<file path="src/rtl/clk_gate_ctrl_pkg.sv">
`default_nettype none
// ============================================================================
// Module  : clk_gate_pkg
// Brief   : Shared types and defaults for the per-unit clock-gating controller
// Revision: 1.0 - initial release
// ============================================================================
package clk_gate_pkg;

    typedef enum logic [1:0] {
        CG_RUN   = 2'd0,
        CG_IDLE  = 2'd1,
        CG_GATED = 2'd2,
        CG_WAKE  = 2'd3
    } cg_state_e;

    localparam int unsigned c_idle_cycles_dflt = 16;
    localparam int unsigned c_wake_cycles_dflt = 2;

    // One counter serves both the idle and the wake countdown.
    function automatic int unsigned cg_cnt_width(input int unsigned idle_cycles,
                                                 input int unsigned wake_cycles);
        int unsigned max_val;
        max_val = (idle_cycles > wake_cycles) ? idle_cycles : wake_cycles;
        return $clog2(max_val + 1);
    endfunction

endpackage : clk_gate_pkg
`default_nettype wire

</file>
<file path="src/rtl/clk_gate_ctrl_if.sv">
`default_nettype none
// ============================================================================
// Module  : clk_gate_ctrl_if
// Brief   : Unit request/busy/grant and clock-enable bundle of clk_gate_ctrl
// Revision: 1.0 - initial release
// ============================================================================
interface clk_gate_ctrl_if #(
    parameter int unsigned N_UNITS = 4
);
    logic               cfg_gate_en_i;
    logic               scan_en_i;
    logic [N_UNITS-1:0] unit_req_i;
    logic [N_UNITS-1:0] unit_busy_i;
    logic [N_UNITS-1:0] unit_gnt_o;
    logic [N_UNITS-1:0] unit_clk_en_o;
    logic [N_UNITS-1:0] unit_gated_o;
    logic               wake_busy_o;

    modport master (
        output cfg_gate_en_i,
        output scan_en_i,
        output unit_req_i,
        output unit_busy_i,
        input  unit_gnt_o,
        input  unit_clk_en_o,
        input  unit_gated_o,
        input  wake_busy_o
    );

    modport slave (
        input  cfg_gate_en_i,
        input  scan_en_i,
        input  unit_req_i,
        input  unit_busy_i,
        output unit_gnt_o,
        output unit_clk_en_o,
        output unit_gated_o,
        output wake_busy_o
    );

endinterface : clk_gate_ctrl_if
`default_nettype wire

</file>
<file path="src/rtl/cg_rr_arbiter.sv">
`default_nettype none
// ============================================================================
// Module  : cg_rr_arbiter
// Brief   : N-way round-robin arbiter, one-hot grant, pointer moves past winner
// Revision: 1.0 - initial release
// ============================================================================
module cg_rr_arbiter #(
    parameter int N = 4
) (
    input  wire logic         clk_i,
    input  wire logic         rst_ni,
    input  wire logic [N-1:0] req,
    input  wire logic         en,
    output logic      [N-1:0] gnt
);

    localparam int c_ptr_w = (N > 1) ? $clog2(N) : 1;

    logic [c_ptr_w-1:0] r_ptr;
    logic [c_ptr_w-1:0] w_idx;
    logic [c_ptr_w-1:0] w_next_ptr;
    logic [N-1:0]       w_pick;
    logic               w_any;

    // Scan from the pointer upwards, wrapping, and take the first requester.
    always_comb begin
        w_idx      = '0;
        w_next_ptr = r_ptr;
        w_pick     = '0;
        w_any      = 1'b0;
        for (int k = 0; k < N; k++) begin
            w_idx = c_ptr_w'((int'(r_ptr) + k) % N);
            if (!w_any && req[w_idx]) begin
                w_pick[w_idx] = 1'b1;
                w_next_ptr    = c_ptr_w'((int'(w_idx) + 1) % N);
                w_any         = 1'b1;
            end
        end
    end

    assign gnt = en ? w_pick : '0;

    always_ff @(posedge clk_i or negedge rst_ni) begin
        if (!rst_ni) begin
            r_ptr <= '0;
        end else if (en && w_any) begin
            r_ptr <= w_next_ptr;
        end
    end

endmodule : cg_rr_arbiter
`default_nettype wire

</file>
<file path="src/rtl/clk_gate_ctrl.sv">
`default_nettype none
// ============================================================================
// Module  : clk_gate_ctrl
// Brief   : Per-unit idle clock gating with one-at-a-time round-robin wake-up
// Revision: 1.0 - initial release
// ============================================================================
module clk_gate_ctrl
    import clk_gate_pkg::*;
#(
    parameter int unsigned N_UNITS     = 4,
    parameter int unsigned IDLE_CYCLES = c_idle_cycles_dflt,
    parameter int unsigned WAKE_CYCLES = c_wake_cycles_dflt
) (
    input  wire logic      clk_i,
    input  wire logic      rst_ni,
    clk_gate_ctrl_if.slave bus
);

    localparam int unsigned c_cnt_w = cg_cnt_width(IDLE_CYCLES, WAKE_CYCLES);

    localparam logic [c_cnt_w-1:0] c_idle_load = c_cnt_w'(IDLE_CYCLES);
    localparam logic [c_cnt_w-1:0] c_wake_load = c_cnt_w'(WAKE_CYCLES);
    localparam logic [c_cnt_w-1:0] c_cnt_one   = c_cnt_w'(1);

    logic [N_UNITS-1:0] w_idle;
    logic [N_UNITS-1:0] w_active;
    logic [N_UNITS-1:0] w_gated;
    logic [N_UNITS-1:0] w_waking;
    logic [N_UNITS-1:0] w_wake_cand;
    logic [N_UNITS-1:0] w_wake_gnt;
    logic               w_slot_free;

    assign w_idle = ~bus.unit_req_i & ~bus.unit_busy_i & {N_UNITS{bus.cfg_gate_en_i}};

    // Disabling gating turns every gated unit into a wake candidate.
    assign w_wake_cand = w_gated & (bus.unit_req_i | {N_UNITS{~bus.cfg_gate_en_i}});

    // Only one unit may ramp its clock at a time to bound di/dt.
    assign w_slot_free = ~|w_waking;

    cg_rr_arbiter #(
        .N (int'(N_UNITS))
    ) u_wake_arb (
        .clk_i  (clk_i),
        .rst_ni (rst_ni),
        .req    (w_wake_cand),
        .en     (w_slot_free),
        .gnt    (w_wake_gnt)
    );

    for (genvar gi = 0; gi < int'(N_UNITS); gi++) begin : g_unit
        cg_state_e          r_state;
        logic [c_cnt_w-1:0] r_cnt;

        always_ff @(posedge clk_i or negedge rst_ni) begin
            if (!rst_ni) begin
                r_state <= CG_RUN;
                r_cnt   <= '0;
            end else begin
                case (r_state)
                    CG_RUN: begin
                        if (w_idle[gi]) begin
                            r_state <= CG_IDLE;
                            r_cnt   <= c_idle_load;
                        end
                    end
                    CG_IDLE: begin
                        if (!w_idle[gi]) begin
                            r_state <= CG_RUN;
                        end else if (r_cnt == c_cnt_one) begin
                            r_state <= CG_GATED;
                        end else begin
                            r_cnt <= r_cnt - c_cnt_one;
                        end
                    end
                    CG_GATED: begin
                        if (w_wake_gnt[gi]) begin
                            r_state <= CG_WAKE;
                            r_cnt   <= c_wake_load;
                        end
                    end
                    CG_WAKE: begin
                        if (r_cnt == c_cnt_one) begin
                            r_state <= CG_RUN;
                        end else begin
                            r_cnt <= r_cnt - c_cnt_one;
                        end
                    end
                    default: begin
                        r_state <= CG_RUN;
                        r_cnt   <= '0;
                    end
                endcase
            end
        end

        // The clock still runs in IDLE, so a request there is granted at once.
        assign w_active[gi] = (r_state == CG_RUN) || (r_state == CG_IDLE);
        assign w_gated[gi]  = (r_state == CG_GATED);
        assign w_waking[gi] = (r_state == CG_WAKE);
    end

    assign bus.unit_gnt_o    = bus.unit_req_i & w_active & {N_UNITS{rst_ni}};
    assign bus.unit_clk_en_o = ~w_gated | {N_UNITS{bus.scan_en_i}};
    assign bus.unit_gated_o  = w_gated;
    assign bus.wake_busy_o   = ~w_slot_free;

endmodule : clk_gate_ctrl
`default_nettype wire
</file>
<file path="src/flat_wrapper.sv">
// flat-port wrapper written by rule: the top's interface ports become plain ports
module clk_gate_ctrl_flat import clk_gate_pkg::*;
#(
    parameter int unsigned N_UNITS     = 4,
    parameter int unsigned IDLE_CYCLES = c_idle_cycles_dflt,
    parameter int unsigned WAKE_CYCLES = c_wake_cycles_dflt
)
  (clk_i, rst_ni, bus_cfg_gate_en_i, bus_scan_en_i, bus_unit_req_i, bus_unit_busy_i, bus_unit_gnt_o, bus_unit_clk_en_o, bus_unit_gated_o, bus_wake_busy_o);
  clk_gate_ctrl_if #(.N_UNITS(N_UNITS)) bus_i ();
  input  wire logic clk_i;
  input  wire logic rst_ni;
  input wire logic [$bits(bus_i.cfg_gate_en_i)-1:0] bus_cfg_gate_en_i;
  input wire logic [$bits(bus_i.scan_en_i)-1:0] bus_scan_en_i;
  input wire logic [$bits(bus_i.unit_req_i)-1:0] bus_unit_req_i;
  input wire logic [$bits(bus_i.unit_busy_i)-1:0] bus_unit_busy_i;
  output wire logic [$bits(bus_i.unit_gnt_o)-1:0] bus_unit_gnt_o;
  output wire logic [$bits(bus_i.unit_clk_en_o)-1:0] bus_unit_clk_en_o;
  output wire logic [$bits(bus_i.unit_gated_o)-1:0] bus_unit_gated_o;
  output wire logic [$bits(bus_i.wake_busy_o)-1:0] bus_wake_busy_o;
  assign bus_i.cfg_gate_en_i = bus_cfg_gate_en_i;
  assign bus_i.scan_en_i = bus_scan_en_i;
  assign bus_i.unit_req_i = bus_unit_req_i;
  assign bus_i.unit_busy_i = bus_unit_busy_i;
  assign bus_unit_gnt_o = bus_i.unit_gnt_o;
  assign bus_unit_clk_en_o = bus_i.unit_clk_en_o;
  assign bus_unit_gated_o = bus_i.unit_gated_o;
  assign bus_wake_busy_o = bus_i.wake_busy_o;
  clk_gate_ctrl #(.N_UNITS(N_UNITS), .IDLE_CYCLES(IDLE_CYCLES), .WAKE_CYCLES(WAKE_CYCLES)) u_core (.clk_i(clk_i), .rst_ni(rst_ni), .bus(bus_i));
endmodule
</file>
<file path="config.mk">
export PLATFORM = sky130hd
export DESIGN_NAME = clk_gate_ctrl_flat
export DESIGN_NICKNAME = d
export VERILOG_FILES = /design/src/rtl/clk_gate_ctrl_pkg.sv /design/src/rtl/clk_gate_ctrl_if.sv /design/src/rtl/cg_rr_arbiter.sv /design/src/rtl/clk_gate_ctrl.sv /design/src/flat_wrapper.sv
export SDC_FILE = /design/constraint.sdc
export NUM_CORES = 1
export LEC_CHECK = 0
export BUFFER_PORTS_ARGS = -buffer_cell sky130_fd_sc_hd__buf_4
export CAP_MARGIN = 30
export CORE_ASPECT_RATIO = 0.6
export CORE_MARGIN = 1.5
export CORE_UTILIZATION = 40
export CTS_CLUSTER_DIAMETER = 80
export DETAILED_ROUTE_END_ITERATION = 8
export PLACE_DENSITY = 0.69
export SYNTH_ARGS = -nofsm -noshare
export SYNTH_HDL_FRONTEND = slang
export SYNTH_HIERARCHICAL = 1
export SYNTH_SLANG_ARGS = --single-unit
export TNS_END_PERCENT = 20
</file>
<file path="constraint.sdc">
create_clock -name clk_i -period 3.25 [get_ports clk_i]
set_clock_uncertainty 0.2 [all_clocks]
set_input_delay 0.325 -clock clk_i [delete_from_list [all_inputs] [get_ports clk_i]]
set_output_delay 0.325 -clock clk_i [all_outputs]
set_load 0.005 [all_outputs]
</file>
# Yosys cells after proc, flatten, opt, wreduce, memory -nomap -nowiden
# Cells that the tools add are included.
classes:
  addsub: 10
  mul: 0
  n_div: 0
  magnitude_cmp: 8
  eq_ne: 36
  shifts: 0
  muxes: 73
  n_bitwise: 14
  reduce_logical: 31
op_table:
  columns: ["op", "count"]
  rows:
  - ["2-to-1 mux 5 bit", 16]
  - ["case mux 5 bit (4 select lines)", 4]
  - ["2-to-1 mux 2 bit", 24]
  - ["case mux 2 bit (4 select lines)", 4]
  - ["AND 4 bit", 5]
  - ["equality test 5 x 1 -> 1 bit, second input constant", 4]
  - ["2-to-1 mux 4 bit", 5]
  - ["bitwise OR 4 bit", 5]
  - ["subtractor 5 x 1 -> 5 bit, second input constant", 4]
  - ["equality test 2 bit, second input constant", 8]
  - ["inequality test 2 x 1 -> 1 bit, second input constant", 8]
  - ["inequality test 2 bit, second input constant", 8]
  - ["AND reduction 4 bit", 4]
  - ["less-than comparator 2 x 3 -> 1 bit, second input constant", 4]
  - ["2-to-1 mux 1 bit", 12]
  - ["inequality test 3 bit, second input constant", 4]
  - ["NOT 4 bit", 3]
  - ["AND reduction 3 bit", 4]
  - ["adder 2 x 1 -> 2 bit, second input constant", 4]
  - ["binary-select mux 1 bit (select 2 bit)", 4]
  - ["demux 1 bit (select 2 bit)", 4]
  - ["equality test 2 x 1 -> 1 bit, second input constant", 4]
  - [">= comparator 2 x 1 -> 1 bit, second input constant", 4]
  - ["logical AND 1 bit", 8]
  - ["other kinds (8)", 18]
word_totals:
  reg_bits: 30
  latchBits: 0
  ramBits: 0
  romBits: 0
  in_bits: 12
  out_inout_bits: 13
  elab_cells: 181
  n_memories: 0

# Longest topological paths before layout
# Gate-level depths: netlist of run 1.
logic_depth:
  depth_word: 18
  depth_mapped: 12
  ltp_nobuf: 11

# Modules after synthesis
# The synthesis of run 1 kept the hierarchy.
by_module_without_submodules:
  columns: ["mod", "instances", "cells_per_inst", "area_each_um2", "seq_area_each_um2"]
  rows:
  - ["clk_gate_ctrl", 1, 192, 1745.4, 700.7]
  - ["cg_rr_arbiter", 1, 46, 485.5, 50.0]

# Worst setup path before layout of run 1
# Ideal clock, no wire load.
synth_timing:
  path_kind: "register to register"
  startpoint: "reg u_core.g_unit[2].r_state[0]"
  endpoint: "reg u_core.g_unit[0].r_cnt[1]"
  setup_time_ps: 125
  arrival_ps: 2698
  setup_slack_ps: 227
  path_stages_with_launch: 12
  n_path_buf: 1
  synth_period_minus_slack_ps: 3023
  cell_sequence: "dfrtp_1 clkbuf_1 nand2b_1 a21oi_1 mux4_2 nor2b_2 a221o_1 a32o_1 nand2_1 a21oi_1 nand2b_2 mux2_2"
synth_between:
  elab_chain_cells: 17
synth_lines:
  columns: ["element", "line", "source"]
  rows:
  - ["start: declaration", "clk_gate_ctrl.sv:52", "cg_state_e r_state;"]
  - ["start signal: assignment", "clk_gate_ctrl.sv:57", "r_state <= CG_RUN;"]
  - ["start signal: assignment", "clk_gate_ctrl.sv:63", "r_state <= CG_IDLE;"]
  - ["start signal: assignment", "clk_gate_ctrl.sv:69", "r_state <= CG_RUN;"]
  - ["equality test 2 bit *", "clk_gate_ctrl.sv:99", "assign w_gated[gi] = (r_state == CG_GATED);"]
  - ["AND 4 bit *", "clk_gate_ctrl.sv:36", "assign w_wake_cand = w_gated & (bus.unit_req_i | {N_UNITS{~bus.cfg_gate_en_i}});"]
  - ["net u_core.w_wake_cand[2]", "clk_gate_ctrl.sv:29", "logic [N_UNITS-1:0] w_wake_cand;"]
  - ["binary-select mux 1 bit (select 2 bit)", "cg_rr_arbiter.sv:33", "if (!w_any && req[w_idx]) begin"]
  - ["2-to-1 mux 1 bit (not written as such)", "cg_rr_arbiter.sv:33", null]
  - ["2-to-1 mux 1 bit", "cg_rr_arbiter.sv:33", null]
  - ["zero test 1 bit", "cg_rr_arbiter.sv:33", null]
  - ["logical AND 1 bit", "cg_rr_arbiter.sv:33", null]
  - ["[... 3 more ...]", null, null]
  - ["2-to-1 mux 1 bit", "cg_rr_arbiter.sv:33", null]
  - ["zero test 1 bit", "cg_rr_arbiter.sv:33", null]
  - ["logical AND 1 bit", "cg_rr_arbiter.sv:33", null]
  - ["2-to-1 mux 4 bit *", "cg_rr_arbiter.sv:33", null]
  - ["2-to-1 mux 4 bit *", "cg_rr_arbiter.sv:41", "assign gnt = en ? w_pick : '0;"]
  - ["net u_core.w_wake_gnt[0]", "clk_gate_ctrl.sv:30", "logic [N_UNITS-1:0] w_wake_gnt;"]
  - ["inequality test 2 bit (no line) *", null, null]
  - ["AND reduction 3 bit (no line) *", null, null]
  - ["end signal: assignment", "clk_gate_ctrl.sv:64", "r_cnt <= c_idle_load;"]
  - ["end signal: assignment", "clk_gate_ctrl.sv:73", "r_cnt <= r_cnt - c_cnt_one;"]
  - ["end signal: assignment", "clk_gate_ctrl.sv:79", "r_cnt <= c_wake_load;"]
  - ["end: declaration", "clk_gate_ctrl.sv:53", "logic [c_cnt_w-1:0] r_cnt;"]
# The timed path passes the listed nets; every way through them passes the cells marked *. The select of a mux whose other input is x is not followed.
# A chain may end at the register's enable or synchronous reset.

# Worst setup path after layout of run 1
# Ends and elaborated chain as after synthesis.

==> results, run 1 <==
- The run finished with clean final reports.
- The count of nets left with antenna violations once routing finished came out at 0.
- The data required time of the critical path is 3220 ps.
- The initial utilization of the core area, before any placement, comes to 42.86%.
- The critical register-to-register path endpoint is u_core/g_unit[0].r_cnt[1]$_DFFE_PN0P_.
- The initial antenna violation count is 0.
- In this run the count of I/O pins placed on the die edge is 25.
- The net count after synthesis is 266.
- In this run, synthesis inferred 0 flip-flops with an integrated enable.
- The slowest stage of the critical path belongs to the cell mux4_2.
- The region available for standard cell placement spans 5205 um^2.
- The first-pass iteration count of the detailed router is 5.
- The type of the most critical hold path is in -> reg.
- The highest attainable clock frequency is 325.9 MHz.
- The classification of the worst setup path is reg -> reg.
- The worst reg-to-reg setup slack is 180 ps.
- By count the netlist is led by 30 x dfrtp_1, 27 x inv_1, 17 x nand2_1, 17 x nand2b_1.
- The critical path goes through nand2b_1, a21oi_2, mux4_2, nor2b_2, a221o_1, a32o_1, nand2_1, a21oi_1, nand2b_2, mux2_2.
- The most used flip-flop cell after synthesis is dfrtp_1.
- By area the synthesized netlist is led by dfrtp_1 34%, ha_1 9.0%, nand2b_1 4.8%.
- The overall power after layout is 2745 uW.
- The number of global-route vias before repair is 1797.
- The transition time of the tightest slew-check pin is 484.9 ps.
- The number of distinct library cells after synthesis is 51.
- For the worst setup path, the data arrival time is 3040 ps.
- The cell leakage power is 0.001190 uW.
- In this run the critical register-to-register path is launched from u_core/g_unit[2].r_state[0]$_DFFE_PN0P_.
- The worst stage delay on the critical path is 620 ps.
- The number of buffers added by the clock tree synthesis step is 5.
- Counting flops and latches in the post-synthesis netlist gives 30.
- The residual DRC count is 0.
- The CTS sink count is 30.
- The per-cell via count in the routed design is 5.752.
- The wire-length estimate of the detail-placed layout is 4001 um.
- The worst-case headroom to the max-slew limit is 67.60%.
- The routed layout has 1950 vias.
- The share of flip-flops with an asynchronous set or reset is 100.0%.
- During placement, the flow inserted port buffers numbering 24.
- Synthesis handed over a netlist of 238 instances.
- After detailed routing, the average wire length per cell comes to 15.87 um.
- Summed over its instances, the top area cell type makes up 33.65% of the synthesized netlist area.
- The leftover overflow at the end of global routing is 0.
- The startpoint identified for the worst hold timing path is bus_unit_busy_i[3].
- Counting instances, the worst hold path has a depth of 4.
- The full die area is 6049 um^2.
- In this run the post-CTS setup repair buffer count came out at 0.
- Clock latency on the worst-skew pair, taken at its later pin, is 290 ps.
- The maximum number of pins on one net before global-route repair is 35.
- The critical path startpoint category is a flop.
- A synthesized cell averages 9.373 um^2.
- Cells with a size suffix above 1 make up 23.08% of the layout.
- The detailed router finished its first iteration with 119 violations.
- The highest ir drop seen on vdd is 0.0004124 V.
- From bottom edge to top edge, the die measures 60.85 um.
- The total negative slack is 0 ps.
- The count of warnings emitted by yosys is 6.
- The largest total area in the synthesized netlist belongs to dfrtp_1.
- The category of the worst setup path capture point is a flop.
- The final RePlAce weighted congestion is 0.8446.
- Clock tree synthesis selected as its root buffer the cell clkbuf_8.
- The number of nets in the final layout is 300.
- The clock period could shrink to 3068 ps.
- The number of slew-limit violations in the final report came to 0.
- The routed design has 5380 um of wire.
- Setup violations remaining at the end of the flow were counted as 0.
- In the global route stage, overall resource usage came out at 19.59%.
- The maximum fanout along the worst path is 9.
- Counting along the longest clock path gives a buffer depth of 2.
- The TritonCTS clock tree is built.
- The H-tree was split into 2 levels.
- Dividing the final minimum period by the clock period gives 94.40%.
- The area added between synthesis and finish is 18.45%.
- The die extent in x is 99.41 um.
- Summing every instance area after synthesis gives 2231 um^2.
- Of the synthesized area, sequential elements account for 33.65%.
- Dividing total power by cell area gives a power density of 1039 nW/um^2.
- Clock-pin slew was measured on the worst setup and hold paths at 70 ps.
- The first-pass GRT wire length is 9059 um.
- Setup repair after global routing left no endpoint under its margin.
- The number of inserted diodes is 0.
- Yosys instantiated no cell more often than dfrtp_1.
- The cell depth of the worst flop-to-flop path is 10.
- The final hold violation count was 0.
- The tool flagged a number of max-cap violations equal to 0.
- The number of placement rows is 20.
[layout by cell type, fill, tap and decap left out, types with 2 or more instances in the layout]
master,n
a21oi_1,7
nand3_1,3
or3_1,4
a211oi_1,2
mux2i_1,2
a32oi_1,2
a22oi_1,2
clkbuf_8,6
nor3_1,3
a221oi_1,2
o21ai_0,16
o41ai_1,2
mux2_2,4
or2_2,3
a41oi_1,5
o211a_1,2
nor3b_1,7
nand4_1,2
a21oi_2,4
a221o_1,4
or4b_1,2
nand2_1,17
a32o_1,4
ha_1,16
dfrtp_1,29
nor4b_1,3
nor2_1,9
o31ai_1,2
a31oi_1,5
o211ai_1,3
buf_4,33
inv_1,27
nand2b_1,17
xnor2_1,2
mux4_2,3
[stage by stage]
step / area, um^2 / util [%] / instances / setup slack [ps] / hold slack (ps)
2_1_floorplan: 2231 / - / 238 / 227.1 / -170.6
3_3_place_gp: 2525 / 48.51 / 330 / 198.4 / 102.7
3_5_place_dp: 2525 / 48.51 / 330 / 172.2 / 104.0
4_1_cts: 2626 / 50.46 / 339 / 127.0 / 119.6
5_1_grt: 2643 / 50.77 / 339 / 1.450 / 124.4
6_report: 2643 / 50.77 / 339 / 181.9 / 122.8
[worst max path at each step]
stage	from	end	slack, ps
floorplan	u_core/g_unit[2].r_state[0]$_DFFE_PN0P_	u_core/g_unit[0].r_cnt[1]$_DFFE_PN0P_	230
global placement	u_core/g_unit[3].r_state[0]$_DFFE_PN0P_	u_core/g_unit[0].r_cnt[1]$_DFFE_PN0P_	200
detailed placement	u_core/g_unit[3].r_state[0]$_DFFE_PN0P_	u_core/g_unit[0].r_cnt[1]$_DFFE_PN0P_	170
CTS	u_core/g_unit[3].r_state[0]$_DFFE_PN0P_	u_core/g_unit[0].r_cnt[1]$_DFFE_PN0P_	130
global route	u_core/g_unit[2].r_state[0]$_DFFE_PN0P_	u_core/g_unit[0].r_cnt[1]$_DFFE_PN0P_	1
finish	u_core/g_unit[2].r_state[0]$_DFFE_PN0P_	u_core/g_unit[0].r_cnt[1]$_DFFE_PN0P_	180
[critical path, delay by kind of cell (launching register included)]
kind	cells	cell delay [ps]
AOI/OAI and AO/OA	4	690
DFF	1	340
and+or+nand+nor	4	770
muxes	2	950
[layer usage]
metal | wire length (um) | up-vias | GRT usage, % | part of all wire, %
met5 | 0 | - | 0 | 0
met4 | 51 | 0 | 6.439 | 0.95
met3 | 321 | 7 | 4.608 | 6.0
met2 | 2288 | 61 | 28.28 | 43
met1 | 2719 | 930 | 28.99 | 51
li1 | - | 952 | - | -
[cell type report]
| type | count | area, um^2 |
|---|---|---|
| Clock buffer | 7 | 86.33 |
| Clock inverter | 1 | 5.005 |
| Fill cell | 496 | 2562 |
| Inverter | 27 | 101.3 |
| Multi-Input combinational cell | 174 | 1358 |
| Sequential cell | 30 | 752.0 |
| Tap cell | 66 | 82.58 |
| Timing Repair Buffer | 34 | 257.7 |
[power by group]
part | switching [uW] | total [uW] | leakage (uW) | internal [uW]
clock network | 151 | 322 | 0.0000482 | 171
logic | 908 | 1690 | 0.000782 | 778
registers | 180 | 737 | 0.000360 | 556
total | 1240 | 2740 | 0.00119 | 1510
[cells by family after synthesis]
| group | Yosys count | share of synthesized area, % |
|---|---|---|
| fa+ha+maj | 16 | 8.974 |
| flops | 30 | 33.65 |
| compound gates | 68 | 21.65 |
| simple gates | 77 | 20.98 |
| buf+inv | 34 | 6.169 |
| mux | 11 | 7.796 |
| xor+xnor | 2 | 0.7853 |
[what timing repair did]
item                                   CTS  global route
endpoints found under the hold margin   30             0
setup endpoints to repair                0             5
hold buffers                             1             0
gates resized for setup                  0             5
No activity file was read; power rests on OpenSTA's default activity.
==> run 2: changes to the inputs <==
- PLACE_DENSITY: 0.69 -> 0.67
- clock period: 3.25 -> 2.95 ns (I/O delays scaled with it)
==> results, run 2 (synthesis results as in run 1) <==
- The run finished with clean final reports.
- The classification of the worst setup path is reg -> reg.
- The H-tree level count was 2 (unchanged).
- The data arrival time at the worst-slack endpoint is 2810 ps (-230 ps).
- The worst setup path is launched from a flop.
- The leftover overflow at the end of global routing is 0 (unchanged).
- The sum of buffers and inverters on the critical path is 3 (+3).
- The fill cell instance count of the final layout came to 474 (-4.4%).
- From synthesis to final layout, the design area changed by 23.61%.
- The most numerous cell type found on the critical path is buf_4.
- The total negative slack came to 0 ps (unchanged).
- The most common cell after layout, fill and taps aside is buf_4.
- The first-pass iteration count of the detailed router is 4 (-1).
- The residual DRC count is 0 (unchanged).
- The cell total after placement came to 343 (+3.9%).
- The CTS sink count was 30 (unchanged).
- The TritonCTS clock tree is built.
- The worst hold slack across all endpoints is 101.0 ps (-21.86 ps).
- The cell leakage power came to 0.001268 uW (+6.6%).
- The number of global-route vias before repair came to 1819 (+1.2%).
- The final hold violation count is 0 (unchanged).
- The die extent in x is 99.41 um (unchanged).
- The worst slack at placement was 52.29 ps (-119.9 ps).
- The minimum clock period after layout was 2839 ps (-229.1 ps).
- The number of slew-limit violations in the final report is 0 (unchanged).
- The number of nets in the final layout came to 314 (+4.7%).
- The final RePlAce weighted congestion is 0.9641 (+14%).
- The clock insertion delay at the later pin of the skew report is 290 ps (about the same).
- The cell at the root of the clock tree is clkbuf_8.
- The highest attainable clock frequency is 352.2 MHz (+8.1%).
- The per-cell via count in the routed design is 5.697 (-0.96%).
- The total wire length came to 5618 um (+4.4%).
- The type of the most critical hold path is in -> reg.
- The number of buffers added by the clock tree synthesis step is 5 (unchanged).
- The max-cap check violation count is 0 (unchanged).
- The number of inserted diodes came to 0 (unchanged).
- The number of placement rows came to 20 (unchanged).
- The detailed placer's ending HPWL came to 4098 um (+2.4%).
- The first-pass GRT wire length is 9039 um (-0.22%).
- The layout cell share with drive strength beyond 1 is 27.18% (+4.1 points).
- The highest ir drop seen on vdd came to 0.0004923 V (+19%).
- The initial antenna violation count is 0 (unchanged).
- The clock-pin slew on the worst setup and hold paths is 70 ps (about the same).
- The post-layout worst setup margin is 111.0 ps (-70.86 ps).
- The cell family contributing the most delay on the critical path is multiplexers.
- The number of nets with antenna violations after detailed routing was 0 (unchanged).
- The final worst-path cycle share is 96.24% (+1.8 points).
- The count of boundary I/O pins is 25 (unchanged).
- The worst-case headroom to the max-slew limit is 63.49% (-4.1 points).
- Setup repair after global routing could not meet its margin everywhere.
- In the layout the commonest cells are 47 x buf_4, 30 x dfrtp_1, 27 x inv_1.
- The full die area is 6049 um^2 (unchanged).
- The worst setup path is captured at a flop.
- The worst stage delay on the critical path is 500 ps (-120 ps).
- The area of the core is 5205 um^2 (unchanged).
- The final core utilization was 52.98% (+2.2 points).
- Among all stages on the critical path, the largest delay is contributed by mux4_2.
- The transition time of the tightest slew-check pin is 540.1 ps (+55.18 ps).
- The data required time of the critical path came to 2920 ps (-300 ps).
- The initial core utilization is 42.86% (unchanged).
- The routed length per placed instance is 15.92 um (+0.28%).
- The critical path goes through inv_1, nand2_1, a21oi_2, mux4_2, buf_4, nor4_4, buf_4, a32o_1, o211a_1, mux2_2.
- The final number of setup-violating endpoints is 0 (unchanged).
- The total number of vias is 2011 (+3.1%).
- The vertical die dimension came to 60.85 um (unchanged).
- The DRC violation total after the first TritonRoute iteration is 216 (+82%).
- The power per cell area is 1177 nW/um^2 (+13%).
- The number of cells in the finished layout apart from fillers was 353 (+4.1%).
- The maximum number of pins on one net before global-route repair is 35 (unchanged).
- The combined global-route utilization of all metal layers is 19.64% (+0.056 points).
- The largest buffer count on any clock path is 2 (unchanged).
- The number of buffers added on ports is 24 (unchanged).
- The maximum fanout along the worst path is 5 (-4).
## run 2: per-stage QoR
step | area (um^2) | power (uW)
4_1_cts | 2724 | 3151
3_5_place_dp | 2623 | 2774
5_1_grt | 2758 | 3518
6_report | 2758 | 3245
2_1_floorplan | 2233 | 2100
3_3_place_gp | 2623 | 2769
## run 2: routing by layer
layer	up-vias	global-route usage, %	share of wire [%]
li1	980	-	-
met1	948	29.76	52
met2	79	26.52	39
met3	4	6.221	8.5
met4	0	5.433	0.53
met5	-	0	0
## run 2: worst reg2reg max path, delay by kind of cell, from the launching register on
kind,cells,cell delay (ps)
and+or+nand+nor,2,390
buffers and inverters,3,400
muxes,2,860
AOI/OAI and AO/OA,3,500
DFF,1,370
## run 2: final timing paths
kind,to,start,cells past startpoint,slack (ps)
worst min register to register,u_core/g_unit[2].r_cnt[4]$_DFFE_PN0P_,u_core/g_unit[2].r_cnt[4]$_DFFE_PN0P_,1,330
min in group asynchronous,u_core/g_unit[3].r_cnt[2]$_DFFE_PN0P_,rst_ni,2,290
worst max-delay path,u_core/g_unit[1].r_cnt[1]$_DFFE_PN0P_,u_core/g_unit[1].r_state[0]$_DFFE_PN0P_,10,110
worst max register to register,u_core/g_unit[1].r_cnt[1]$_DFFE_PN0P_,u_core/g_unit[1].r_state[0]$_DFFE_PN0P_,10,110
max in group asynchronous,u_core/g_unit[1].r_cnt[0]$_DFFE_PN0P_,rst_ni,2,1950
worst min-delay path,flop,bus_unit_busy_i[3],4,100
## run 2: cell type report
type / count / area, um^2 / area share, %
Clock buffer: 7 / 86.33 / 3.131
Timing Repair Buffer: 48 / 362.8 / 13.16
Clock inverter: 1 / 5.005 / 0.1815
Tap cell: 66 / 82.58 / 2.995
Inverter: 27 / 101.3 / 3.675
Multi-Input combinational cell: 174 / 1369 / 49.64
Sequential cell: 30 / 750.7 / 27.22
## run 2: what timing repair did
| action | 4_1_cts | 5_1_grt |
|---|---|---|
| buffers inserted | 0 | 1 |
| resized for setup | 0 | 7 |
| hold buffers | 1 | 0 |
| setup endpoints to repair | 0 | 8 |
| hold endpoints to repair | 30 | 0 |
## run 2: report_power, final
group / internal (uW) / switching (uW)
sequential: 612 / 174
combinational: 1000 / 1100
clock: 188 / 169
total: 1800 / 1440
==> run 3: changes to the inputs <==
- CELL_PAD_IN_SITES_DETAIL_PLACEMENT: unset -> 0
- CELL_PAD_IN_SITES_GLOBAL_PLACEMENT: unset -> 1
- PLACE_DENSITY: 0.67 -> 0.81
==> results, run 3 (synthesis results as in run 1) <==
- The classification of the worst setup path is reg -> reg.
- The count of boundary I/O pins is 25 (unchanged).
- The final number of setup-violating endpoints is 0 (unchanged).
- The most common cell after layout, fill and taps aside is buf_4.
- The layout cell share with drive strength beyond 1 is 28.62% (+1.4 points).
- The category of the worst setup path capture point is a flop.
- The first-pass iteration count of the detailed router was 4 (unchanged).
- The critical path goes through inv_1, nand2_1, a21oi_2, mux4_2, buf_4, a221o_1, a32o_1, o211a_4, mux2_4.
- The die extent in x came to 99.41 um (unchanged).
- The worst slack at placement is 45.42 ps (-6.870 ps).
- The residual DRC count is 0 (unchanged).
- The minimum clock period after layout came to 2898 ps (+58.91 ps).
- The highest ir drop seen on vdd is 0.0003395 V (-31%).
- The worst-case headroom to the max-slew limit is 61.99% (-1.5 points).
- The number of buffers added by the clock tree synthesis step is 5 (unchanged).
- The final worst-path cycle share is 98.23% (+2.0 points).
- The highest attainable clock frequency is 345.1 MHz (-2.0%).
- The maximum fanout along the worst path came to 8 (+3).
- The sum of buffers and inverters on the critical path is 2 (-1).
- The total negative slack is 0 ps (unchanged).
- The post-layout worst setup margin came to 52.08 ps (-58.91 ps).
- The type of the most critical hold path is in -> reg.
- The cell class contributing the biggest share of worst-path delay is compound AO/OA/AOI/OAI gates.
- The total wire length came to 5478 um (-2.5%).
- In this run the clock root is driven by a clkbuf_8.
- The H-tree level count was 2 (unchanged).
- The worst stage delay on the critical path is 600 ps (+100 ps).
- The final hold violation count is 0 (unchanged).
- The overall power after layout is 3242 uW (about the same).
- The post-layout instance area is 2798 um^2 (+1.5%).
- The number of slew-limit violations in the final report came to 0 (unchanged).
- The cell total after placement is 346 (+0.87%).
- The vertical die dimension is 60.85 um (unchanged).
- The leftover overflow at the end of global routing is 0 (unchanged).
- The fill cell instance count of the final layout is 495 (+4.4%).
- The number of buffers added on ports was 24 (unchanged).
- The combined global-route utilization of all metal layers is 19.02% (-0.63 points).
- The area of the core is 5205 um^2 (unchanged).
- The routed length per placed instance is 15.39 um (-3.3%).
- The clock insertion delay at the later pin of the skew report is 280 ps (about the same).
- The total number of vias is 2001 (-0.50%).
- The cell with the largest stage delay on the worst path is mux4_2.
- The data arrival time at the worst-slack endpoint is 2860 ps (+50 ps).
- The number of nets with antenna violations after detailed routing is 0 (unchanged).
- The data required time of the critical path is 2920 ps (about the same).
- The clock-pin slew on the worst setup and hold paths came to 60 ps (about the same).
- The DRC violation total after the first TritonRoute iteration is 144 (-33%).
- Setup repair after global routing left no endpoint under its margin.
- The number of global-route vias before repair is 1809 (-0.55%).
- The transition time of the tightest slew-check pin is 568.9 ps (+28.81 ps).
- The per-cell via count in the routed design is 5.621 (-1.3%).
- The cell leakage power is 0.001283 uW (+1.2%).
- The initial core utilization is 42.86% (unchanged).
- The CTS sink count is 30 (unchanged).
- The power per cell area is 1159 nW/um^2 (-1.5%).
- The number of nets in the final layout was 317 (+0.96%).
- The first-pass GRT wire length is 8866 um (-1.9%).
- The number of cells in the finished layout apart from fillers came to 356 (+0.85%).
- The max-cap check violation count is 0 (unchanged).
- The maximum number of pins on one net before global-route repair is 35 (unchanged).
- The TritonCTS clock tree is built.
- The number of inserted diodes came to 0 (unchanged).
- The number of placement rows came to 20 (unchanged).
- The final RePlAce weighted congestion is 0.8567 (-11%).
- The library cells used most frequently in the layout, excluding fill and tap cells, are 50 x buf_4, 30 x dfrtp_1, 27 x inv_1.
- The standard cell area after detailed placement came to 2645 um^2 (+0.86%).
- The run finished with clean final reports.
- The full die area is 6049 um^2 (unchanged).
- The initial antenna violation count is 0 (unchanged).
- The detailed placer's ending HPWL is 4068 um (-0.72%).
- The worst setup path is launched from a flop.
- The area added between synthesis and finish is 25.41%.
- The largest buffer count on any clock path is 2 (unchanged).
==> run 3: cell types whose count changed in the layout (fill, tap and decap cells not counted) <==
cell,previous run,this run
a21oi_1,7,6
a21oi_2,4,5
o211a_2,1,0
o211a_4,0,1
buf_4,47,50
o221ai_2,0,1
o221ai_1,1,0
==> run 3: final cells by class <==
class	count	area (um^2)	share of cell area (%)
Inverter	27	101.3	3.623
Timing Repair Buffer	51	385.4	13.77
Multi-Input combinational cell	174	1386	49.55
Clock inverter	1	5.005	0.1789
Sequential cell	30	750.7	26.83
Tap cell	66	82.58	2.952
Clock buffer	7	86.33	3.086
==> run 3: where the power goes <==
part | leakage, uW | internal [uW] | total (uW) | switching [uW]
sequential | 0.000361 | 612 | 784 | 173
clock | 0.0000482 | 188 | 344 | 156
combinational | 0.000874 | 1040 | 2110 | 1070
==> run 3: through the flow <==
step,util (%),hold WS [ps]
floorplan,-,-200.6
global placement,50.82,72.44
detailed placement,50.82,76.11
CTS,52.76,109.6
global route,53.75,133.0
finish,53.75,118.6
==> run 3: layer usage <==
layer  track usage [%]  share of wire (%)  up-vias
met5                 0                  0        -
met4             3.622                  0        0
met3             4.147                6.5        0
met2             28.86                 42       58
met1             28.24                 51      960
li1                  -                  -      983
==> run 3: worst register-to-register path, cell delays in order (launching register included) <==
cell     delay [ps]
dfrtp_1         370
inv_1            80
nand2_1          90
a21oi_2          70
mux4_2          600
buf_4           190
a221o_1         340
a32o_1          280
o211a_4         280
mux2_4          290
==> run 3: path summary, 6_finish.rpt <==
kind                                                              start  cells past startpoint  slack (ps)                                       to
max in group asynchronous                                        rst_ni                      2        1940   u_core/u_wake_arb/r_ptr[1]$_DFFE_PN0P_
worst min-delay path                                 bus_unit_busy_i[3]                      4         120                                     flop
worst max register to register  u_core/g_unit[3].r_state[0]$_DFFE_PN0P_                      9          50    u_core/g_unit[3].r_cnt[1]$_DFFE_PN0P_
min in group asynchronous                                        rst_ni                      2         300  u_core/g_unit[2].r_state[0]$_DFFE_PN0P_
worst min register to register    u_core/g_unit[2].r_cnt[4]$_DFFE_PN0P_                      1         330    u_core/g_unit[2].r_cnt[4]$_DFFE_PN0P_
worst max-delay path            u_core/g_unit[3].r_state[0]$_DFFE_PN0P_                      9          50    u_core/g_unit[3].r_cnt[1]$_DFFE_PN0P_
==> run 3: repair_timing <==
action / in CTS / in global routing
hold endpoints to repair: 30 / 0
hold buffers: 1 / 0
endpoints found under the setup margin: 0 / 8
resized for setup: 0 / 10
buffers inserted: 0 / 1
